`src/rtl/fpu_pkg.sv`:
```
// Shared FPU definitions.
// Holds the opcode encodings and the default mantissa width (hidden bit
// included) used by the add/sub datapath blocks.
package fpu_pkg;

  localparam logic OP_ADD = 1'b0;
  localparam logic OP_SUB = 1'b1;

  localparam int SIZE_MAN_DEF = 24;

endpackage

```
`src/rtl/man_lzc.sv`:
```
// Parametrised combinational leading-zero counter.
// Used after the mantissa adder and by the normaliser.
// Ports:
//   i_data       - vector to scan, MSB first
//   i_force_zero - forces the count to 0 and clears the all-zero flag
//                  (a carry-out sits above the vector)
//   o_count      - leading zeros of i_data; WIDTH when i_data is all zero
//   o_all_zero   - i_data is zero and no force
module man_lzc #(
  parameter int WIDTH = 24,
  parameter int CNT_W = $clog2(WIDTH + 1)
) (
  input  logic [WIDTH-1:0] i_data,
  input  logic             i_force_zero,
  output logic [CNT_W-1:0] o_count,
  output logic             o_all_zero
);

  logic [CNT_W-1:0] w_cnt;
  logic             w_found;

  // The first set bit from the MSB wins; later hits are masked by w_found.
  always_comb begin
    w_cnt   = CNT_W'(WIDTH);
    w_found = 1'b0;
    for (int i = WIDTH - 1; i >= 0; i--) begin
      if (!w_found && i_data[i]) begin
        w_cnt   = CNT_W'(WIDTH - 1 - i);
        w_found = 1'b1;
      end
    end
  end

  assign o_count    = i_force_zero ? '0 : w_cnt;
  assign o_all_zero = ~w_found & ~i_force_zero;

endmodule

```
`src/rtl/man_alu_pipe.sv`:
```
// Two-stage pipelined mantissa adder/subtractor for the FPU add/sub path.
// It sits between exponent alignment and normalisation.
//   S1 - resolves the effective operation and registers sum/ovf/eff_sub.
//   S2 - registers S1 fields plus the leading-zero count and zero flag.
// Ports:
//   i_clk, i_rst_n        - clock, async active-low reset
//   i_valid / o_ready     - operand handshake
//   i_fpu_op, i_sign_a/b  - opcode and operand signs
//   i_carry               - sticky bit shifted out of i_man_min
//   i_man_max, i_man_min  - aligned mantissas (max has larger magnitude)
//   o_valid / i_ready     - result handshake
//   o_man_alu, o_overflow, o_eff_sub, o_lzc, o_zero - result fields
module man_alu_pipe
  import fpu_pkg::*;
#(
  parameter int SIZE_MAN = SIZE_MAN_DEF,
  parameter int LZC_W    = $clog2(SIZE_MAN + 1)
) (
  input  logic                i_clk,
  input  logic                i_rst_n,
  input  logic                i_valid,
  output logic                o_ready,
  input  logic                i_fpu_op,
  input  logic                i_sign_a,
  input  logic                i_sign_b,
  input  logic                i_carry,
  input  logic [SIZE_MAN-1:0] i_man_max,
  input  logic [SIZE_MAN-1:0] i_man_min,
  output logic                o_valid,
  input  logic                i_ready,
  output logic [SIZE_MAN-1:0] o_man_alu,
  output logic                o_overflow,
  output logic                o_eff_sub,
  output logic [LZC_W-1:0]    o_lzc,
  output logic                o_zero
);

  logic                w_eff_op;
  logic                w_eff_sub;
  logic [SIZE_MAN:0]   w_full;
  logic [SIZE_MAN-1:0] w_sum;
  logic                w_ovf;
  logic                w_adv1;
  logic                w_adv2;
  logic [LZC_W-1:0]    w_lzc;
  logic                w_zero;

  logic                r_v1;
  logic [SIZE_MAN-1:0] r_sum1;
  logic                r_ovf1;
  logic                r_eff1;

  logic                r_v2;
  logic [SIZE_MAN-1:0] r_man2;
  logic                r_ovf2;
  logic                r_eff2;
  logic [LZC_W-1:0]    r_lzc2;
  logic                r_zero2;

  // Subtract is max + ~min + 1; a set sticky bit means a borrow was already
  // taken from the discarded bits, so the +1 is dropped.
  always_comb begin
    w_eff_op  = i_fpu_op ^ i_sign_a ^ i_sign_b;
    w_eff_sub = (w_eff_op == OP_SUB);
    if (w_eff_op == OP_ADD) begin
      w_full = {1'b0, i_man_max} + {1'b0, i_man_min};
    end else begin
      w_full = {1'b0, i_man_max} + {1'b0, ~i_man_min}
             + {{SIZE_MAN{1'b0}}, ~i_carry};
    end
    w_sum = w_full[SIZE_MAN-1:0];
    // The top bit of a subtract is the wrap of the two's complement, not a carry.
    w_ovf = w_full[SIZE_MAN] & ~w_eff_sub;
  end

  assign w_adv2  = ~r_v2 | i_ready;
  assign w_adv1  = ~r_v1 | w_adv2;
  assign o_ready = w_adv1;

  always_ff @(posedge i_clk or negedge i_rst_n) begin
    if (!i_rst_n) begin
      r_v1   <= 1'b0;
      r_sum1 <= '0;
      r_ovf1 <= 1'b0;
      r_eff1 <= 1'b0;
    end else if (w_adv1) begin
      r_v1 <= i_valid;
      if (i_valid) begin
        r_sum1 <= w_sum;
        r_ovf1 <= w_ovf;
        r_eff1 <= w_eff_sub;
      end
    end
  end

  man_lzc #(
    .WIDTH (SIZE_MAN),
    .CNT_W (LZC_W)
  ) u_lzc (
    .i_data       (r_sum1),
    .i_force_zero (r_ovf1),
    .o_count      (w_lzc),
    .o_all_zero   (w_zero)
  );

  always_ff @(posedge i_clk or negedge i_rst_n) begin
    if (!i_rst_n) begin
      r_v2    <= 1'b0;
      r_man2  <= '0;
      r_ovf2  <= 1'b0;
      r_eff2  <= 1'b0;
      r_lzc2  <= '0;
      r_zero2 <= 1'b0;
    end else if (w_adv2) begin
      r_v2 <= r_v1;
      if (r_v1) begin
        r_man2  <= r_sum1;
        r_ovf2  <= r_ovf1;
        r_eff2  <= r_eff1;
        r_lzc2  <= w_lzc;
        r_zero2 <= w_zero;
      end
    end
  end

  assign o_valid    = r_v2;
  assign o_man_alu  = r_man2;
  assign o_overflow = r_ovf2;
  assign o_eff_sub  = r_eff2;
  assign o_lzc      = r_lzc2;
  assign o_zero     = r_zero2;

endmodule

```
`config.mk`:
```
export PLATFORM = sky130hd
export DESIGN_NAME = man_alu_pipe
export DESIGN_NICKNAME = d
export VERILOG_FILES = /design/src/rtl/fpu_pkg.sv /design/src/rtl/man_lzc.sv /design/src/rtl/man_alu_pipe.sv
export SDC_FILE = /design/constraint.sdc
export NUM_CORES = 1
export LEC_CHECK = 0
export CORE_MARGIN = 2
export CORE_UTILIZATION = 50
export DETAILED_ROUTE_END_ITERATION = 10
export GPL_TIMING_DRIVEN = 1
export MAX_ROUTING_LAYER = met4
export PLACE_DENSITY = 0.81
export SLEW_MARGIN = 40
export SYNTH_ARGS = -nofsm -noshare
export SYNTH_HDL_FRONTEND = slang
export SYNTH_SLANG_ARGS = --single-unit
```
`constraint.sdc`:
```
create_clock -name i_clk -period 3.2 [get_ports i_clk]
set_clock_uncertainty 0.1 [all_clocks]
set_input_delay 0.32 -clock i_clk [delete_from_list [all_inputs] [get_ports i_clk]]
set_output_delay 0.32 -clock i_clk [all_outputs]
set_load 0.03 [all_outputs]
```
Word level (Yosys, flattened, before mapping)
Cells that the tools add are included.
Widths: inputs -> output; s select.
{"block": "word_totals", "register_bits": 60, "inputBits": 56}
{"block": "classes", "addsub": 3, "muxes": 50, "bitwise_logic": 13, "reduce_logical": 48}
{"cell": "$mux 5", "n": 25}
{"cell": "$add 24x24->25", "n": 2}
{"cell": "$add 25x1->25", "n": 1}
{"cell": "$mux 25", "n": 1}
{"cell": "$mux 1", "n": 24}
{"cell": "$not 24->24", "n": 1}
{"cell": "$logic_and 1x1->1", "n": 23}
{"cell": "$logic_not 1->1", "n": 23}
{"cell": "$not 1->1", "n": 6}
{"cell": "$reduce_and 2->1", "n": 2}
{"cell": "$and 1x1->1", "n": 2}
{"cell": "$or 1x1->1", "n": 2}
{"cell": "$xor 1x1->1", "n": 2}

Longest topological paths before layout
{"block": "depth", "word_depth": 72, "ltp_mapped": 11, "mapped_depth_nobuf": 11}

Hierarchy
From an unflattened synthesis, not the netlist that was laid out.
{"block": "hier_totals", "hier_cells": 582, "hier_area_um2": 5051.1}
{"module": "man_alu_pipe", "instances": 1, "cells_each": 531, "area_per_inst_um2": 4712.0}
{"module": "man_lzc", "instances": 1, "cells_each": 51, "area_per_inst_um2": 339.1}

Least setup slack after synthesis
No wires, ideal clock.
{"block": "synth_timing", "path_kind": "input -> register", "start": "input port i_man_max[0]", "end": "register r_sum1[12]", "arrival_time_ns": 2.468, "required_ns": 2.963, "path_slack_ns": 0.495, "stages": 11, "path_buffers": 0, "cell_sequence": "inv_1 > fa_1 > fa_1 > nand2b_1 > a21oi_1 > o2111ai_1 > a21oi_1 > o21ai_0 > and4_1 > a311oi_1 > o211ai_1"}
{"block": "synth_between", "elab_chain_cells": 3}
{"element": "start, declared", "line_no": "man_alu_pipe.sv:27", "source": "input logic [SIZE_MAN-1:0] i_man_max,"}
{"element": "$add 24x24->25", "line_no": "man_alu_pipe.sv:68", "source": "w_full = {1'b0, i_man_max} + {1'b0, ~i_man_min}"}
{"element": "$add 25x1->25", "line_no": "man_alu_pipe.sv:69", "source": "+ {{SIZE_MAN{1'b0}}, ~i_carry};"}
{"element": "$mux 25 (*)", "line_no": "man_alu_pipe.sv:65", "source": "if (w_eff_op == OP_ADD) begin"}
{"element": "end signal, assigned", "line_no": "man_alu_pipe.sv:89", "source": "r_sum1 <= w_sum;"}
{"element": "end, declared", "line_no": "man_alu_pipe.sv:49", "source": "logic [SIZE_MAN-1:0] r_sum1;"}
Mark *: on every way between the ends. The rest lies on a longest branch, timed or not.
A chain may end at the register's enable or synchronous reset.

Worst setup path in the final report
{"block": "layout_timing", "start": "input port i_man_max[0]", "end": "register r_sum1[18]"}
The elaborated chain is that of the path after synthesis.

==> metrics.cfg <==
[outcome]
outcome=completed

[clock_tree]
clk_latency_ns=0.34
clockRootBuffer=clkbuf_8
clockBufferDepth=2
cts_buffers=9
clock-sinks=60
htree_levels=3
postCtsSetupRepairBufs=0
cts_tree=yes
clkTransAtPathRegs_ns=0.06

[yosys]
synth-edff-count=0
yosys_warnings=0
synth.avg_cell_area_um2=8.40
synth-seq-cells=60
synthFlopType=dfrtp_1
synth_top_area_cell=dfrtp_1
synth_area_um2=5050
synthTopCellsByArea=dfrtp_1, ha_1, mux2_2, a21oi_1, inv_1
synth_top_area_share_pct=29.7
synth_nets=707
syn_inst=601
ys_seq_area_share_pct=29.7
yosys.cell_types.count=67
synthArstFlopShare_pct=100

[power_and_ir_drop]
switchingPower_mw=1.38
clock_power_share_pct=19.2
p_per_area_nw_per_um2=530
netSwitchingFraction_pct=39.4
p_leak_nw=2.96
p_int_mw=2.13
vdd_drop_max_v=0.000321
p_comb_share_pct=47.2
seqPwrFrac_pct=33.6

[worst_setup_path]
r2r_setup_slack_ns=0.65
worstSetupPathType=in -> reg
crit_arrival_ns=3.14
worstPathRequired_ns=3.31
crit_path_start_kind=input port
r2r_cells=7
path_max_fanout=4
crit_path_end_kind=flip-flop
rr_endpoint=o_lzc[3]$_DFFE_PN0P_
r2r-start=r_sum1[20]$_DFFE_PN0P_

[sta]
fin_crit_ns=3.04
timing.setup.tns_ns=0
final_max_slew_viol_count=0
min_period_over_period_pct=94.9
maxSlewHeadroom_pct=52.7
setup_viol=0
hold_viol=0
fmaxAchievable_mhz=329
worst-slew-pin-transition_ns=0.709
rsz0062_at_grt=no

[placement]
dpl.hpwl_mm=11.2
place.gp.congestion=0.911
dp_cells=844
place_area_um2=6370
port_buffers=89

[final_layout]
stdcell_count=861
syn_to_final_growth_pct=31.1
stdcell_area_um2=6620
layout.nets=829
antenna_cells=0
drive_gt1_share_pct=14.3

[floorplanning]
die_y_um=104
start_util_pct=51.6
die-width_um=104
io_pins=90
core_um2=9770
row_count=36
dieArea_um2=10900

[global_route]
grt_max_degree=47
grt_remaining_overflow=0
grt_pass1_wl_mm=23.1
grt_pass1_vias=4810
antenna_found_initial=0
track_usage_pct=26.8

[drt]
route.detailed.wl_per_inst_um=16.2
route.detailed.drc=0
first_iter_violations=353
antenna_left=0
via_count=4935
wirelength_mm=13.9
routed_via_density=5.73
dr.pass1.iters=5

[run]
cap_viol_max_count=0

[hold_path]
min_delay_worst_endpoint=o_man_alu[21]$_DFFE_PN0P_
hold_class=reg -> reg
min_path_cells=2
worstHoldStart=o_man_alu[21]$_DFFE_PN0P_

[synth_stat cells (all sizes together), types with 6 or more instances]
cell	count
a211oi	16
nor3	15
xnor2	17
dfrtp	60
o2111ai	7
ha	47
nor2b	7
nand2	52
nand2b	10
buf	7
mux2	23
nor2	48
inv	52
a21o	11
a21oi	43
o31ai	7
and3	6
o211ai	6
o21ai	46
nand3	21
clkbuf	22
[logic make-up after synthesis]
| family | count (synthesis) | share of synthesized area (%) |
|---|---|---|
| multiplexers | 23 | 5.13 |
| flip-flops | 60 | 29.7 |
| AND/OR/NAND/NOR | 184 | 17.5 |
| AO/OA/AOI/OAI | 183 | 24.8 |
| adder cells (fa/ha/maj) | 50 | 12.8 |
| XOR/XNOR | 20 | 3.47 |
| buffers and inverters | 81 | 6.54 |
[stage by stage]
stage               setup slack (ns)  power, mW  hold slack (ns)  util, %
floorplan                      0.495       2.13          -0.0756        -
global placement              -0.184       2.76            0.298     65.1
detailed placement            -0.410       2.81            0.312     65.1
CTS                          0.00287       3.50            0.396     67.3
global route                 0.00780       3.70            0.417     67.7
finish                         0.164       3.51            0.394     67.7
[layout make-up]
class | count | area, um^2
clock buffers | 15 | 166
clock inverters | 1 | 30.0
fillers | 838 | 3160
inverters | 52 | 195
multi-input cells | 460 | 3270
flip-flops and latches | 60 | 1500
well taps | 133 | 166
repair buffers | 140 | 1280
[state kept, by name, indices dropped and copies added, names as in the netlist]
name and count:
r_sum1 24, o_zero 1, o_overflow 1, o_lzc 5, o_eff_sub 1, r_v1 1
o_valid 1, r_eff1 1, r_ovf1 1, o_man_alu 24
[routing by layer]
| layer | GRT usage, % | up-vias | share of wire [%] |
|---|---|---|---|
| met5 | - | - | 0 |
| met4 | 8.20 | 0 | 1.5 |
| met1 | 34.9 | 2350 | 47 |
| li1 | - | 2414 | - |
| met2 | 43.9 | 157 | 47 |
| met3 | 2.88 | 14 | 4.7 |
[repair_timing]
item / in CTS / in global routing
hold buffers: 1 / 0
endpoints found under the setup margin: 1 / 4
gates cloned: 0 / 0
endpoints found under the hold margin: 32 / 0
gates resized for setup: 1 / 8
pin swaps: 0 / 3
[critical path, stage by stage]
cell and delay, ns:
clkdlybuf4s50_1 0.50, buf_4 0.13, ha_1 0.17, inv_1 0.06, fa_1 0.39, nor2_1 0.17
o311a_1 0.23, o31ai_2 0.12, a211o_1 0.34, a2111oi_2 0.32, o21ai_1 0.13, xnor2_1 0.19
o21ai_1 0.08
[power by group through the flow]
stage                     clock, mW  sequential, mW  combinational, mW
after global placement            0            1.16               1.60
final                         0.674            1.18               1.66
after CTS                     0.686            1.18               1.64
after global routing          0.713            1.21               1.78
after floorplan                   0            1.39              0.737
after detailed placement          0            1.19               1.63
[how the worst max path moves through the flow]
stage / start / to / slack [ns]
2_1_floorplan: i_man_max[0] / r_sum1[12]$_DFFE_PN0P_ / 0.50
3_3_place_gp: i_man_max[0] / r_sum1[12]$_DFFE_PN0P_ / -0.18
3_5_place_dp: i_man_max[0] / r_sum1[12]$_DFFE_PN0P_ / -0.41
4_1_cts: i_man_max[0] / r_sum1[12]$_DFFE_PN0P_ / 0.003
5_1_grt: i_man_max[0] / r_sum1[12]$_DFFE_PN0P_ / 0.008
6_report: i_man_max[0] / r_sum1[18]$_DFFE_PN0P_ / 0.16
[cells in the final DEF, fill, tap and decap left out, drive strengths merged, types with 4 or more instances in the layout]
master         count
a211o              4
a211oi            16
a21o              11
a21oi             43
a31oi              5
and3               6
buf               51
clkbuf            15
clkdlybuf4s50     88
dfrtp             60
ha                47
inv               52
mux2              23
nand2             52
nand2b            10
nand3             21
nand4              5
nor2              48
nor2b              7
nor3              15
nor4               5
o2111ai            7
o211ai             6
o21ai             46
o31a               4
o31ai              7
or4                4
xnor2             17
Power figures use the tool's default switching activity.
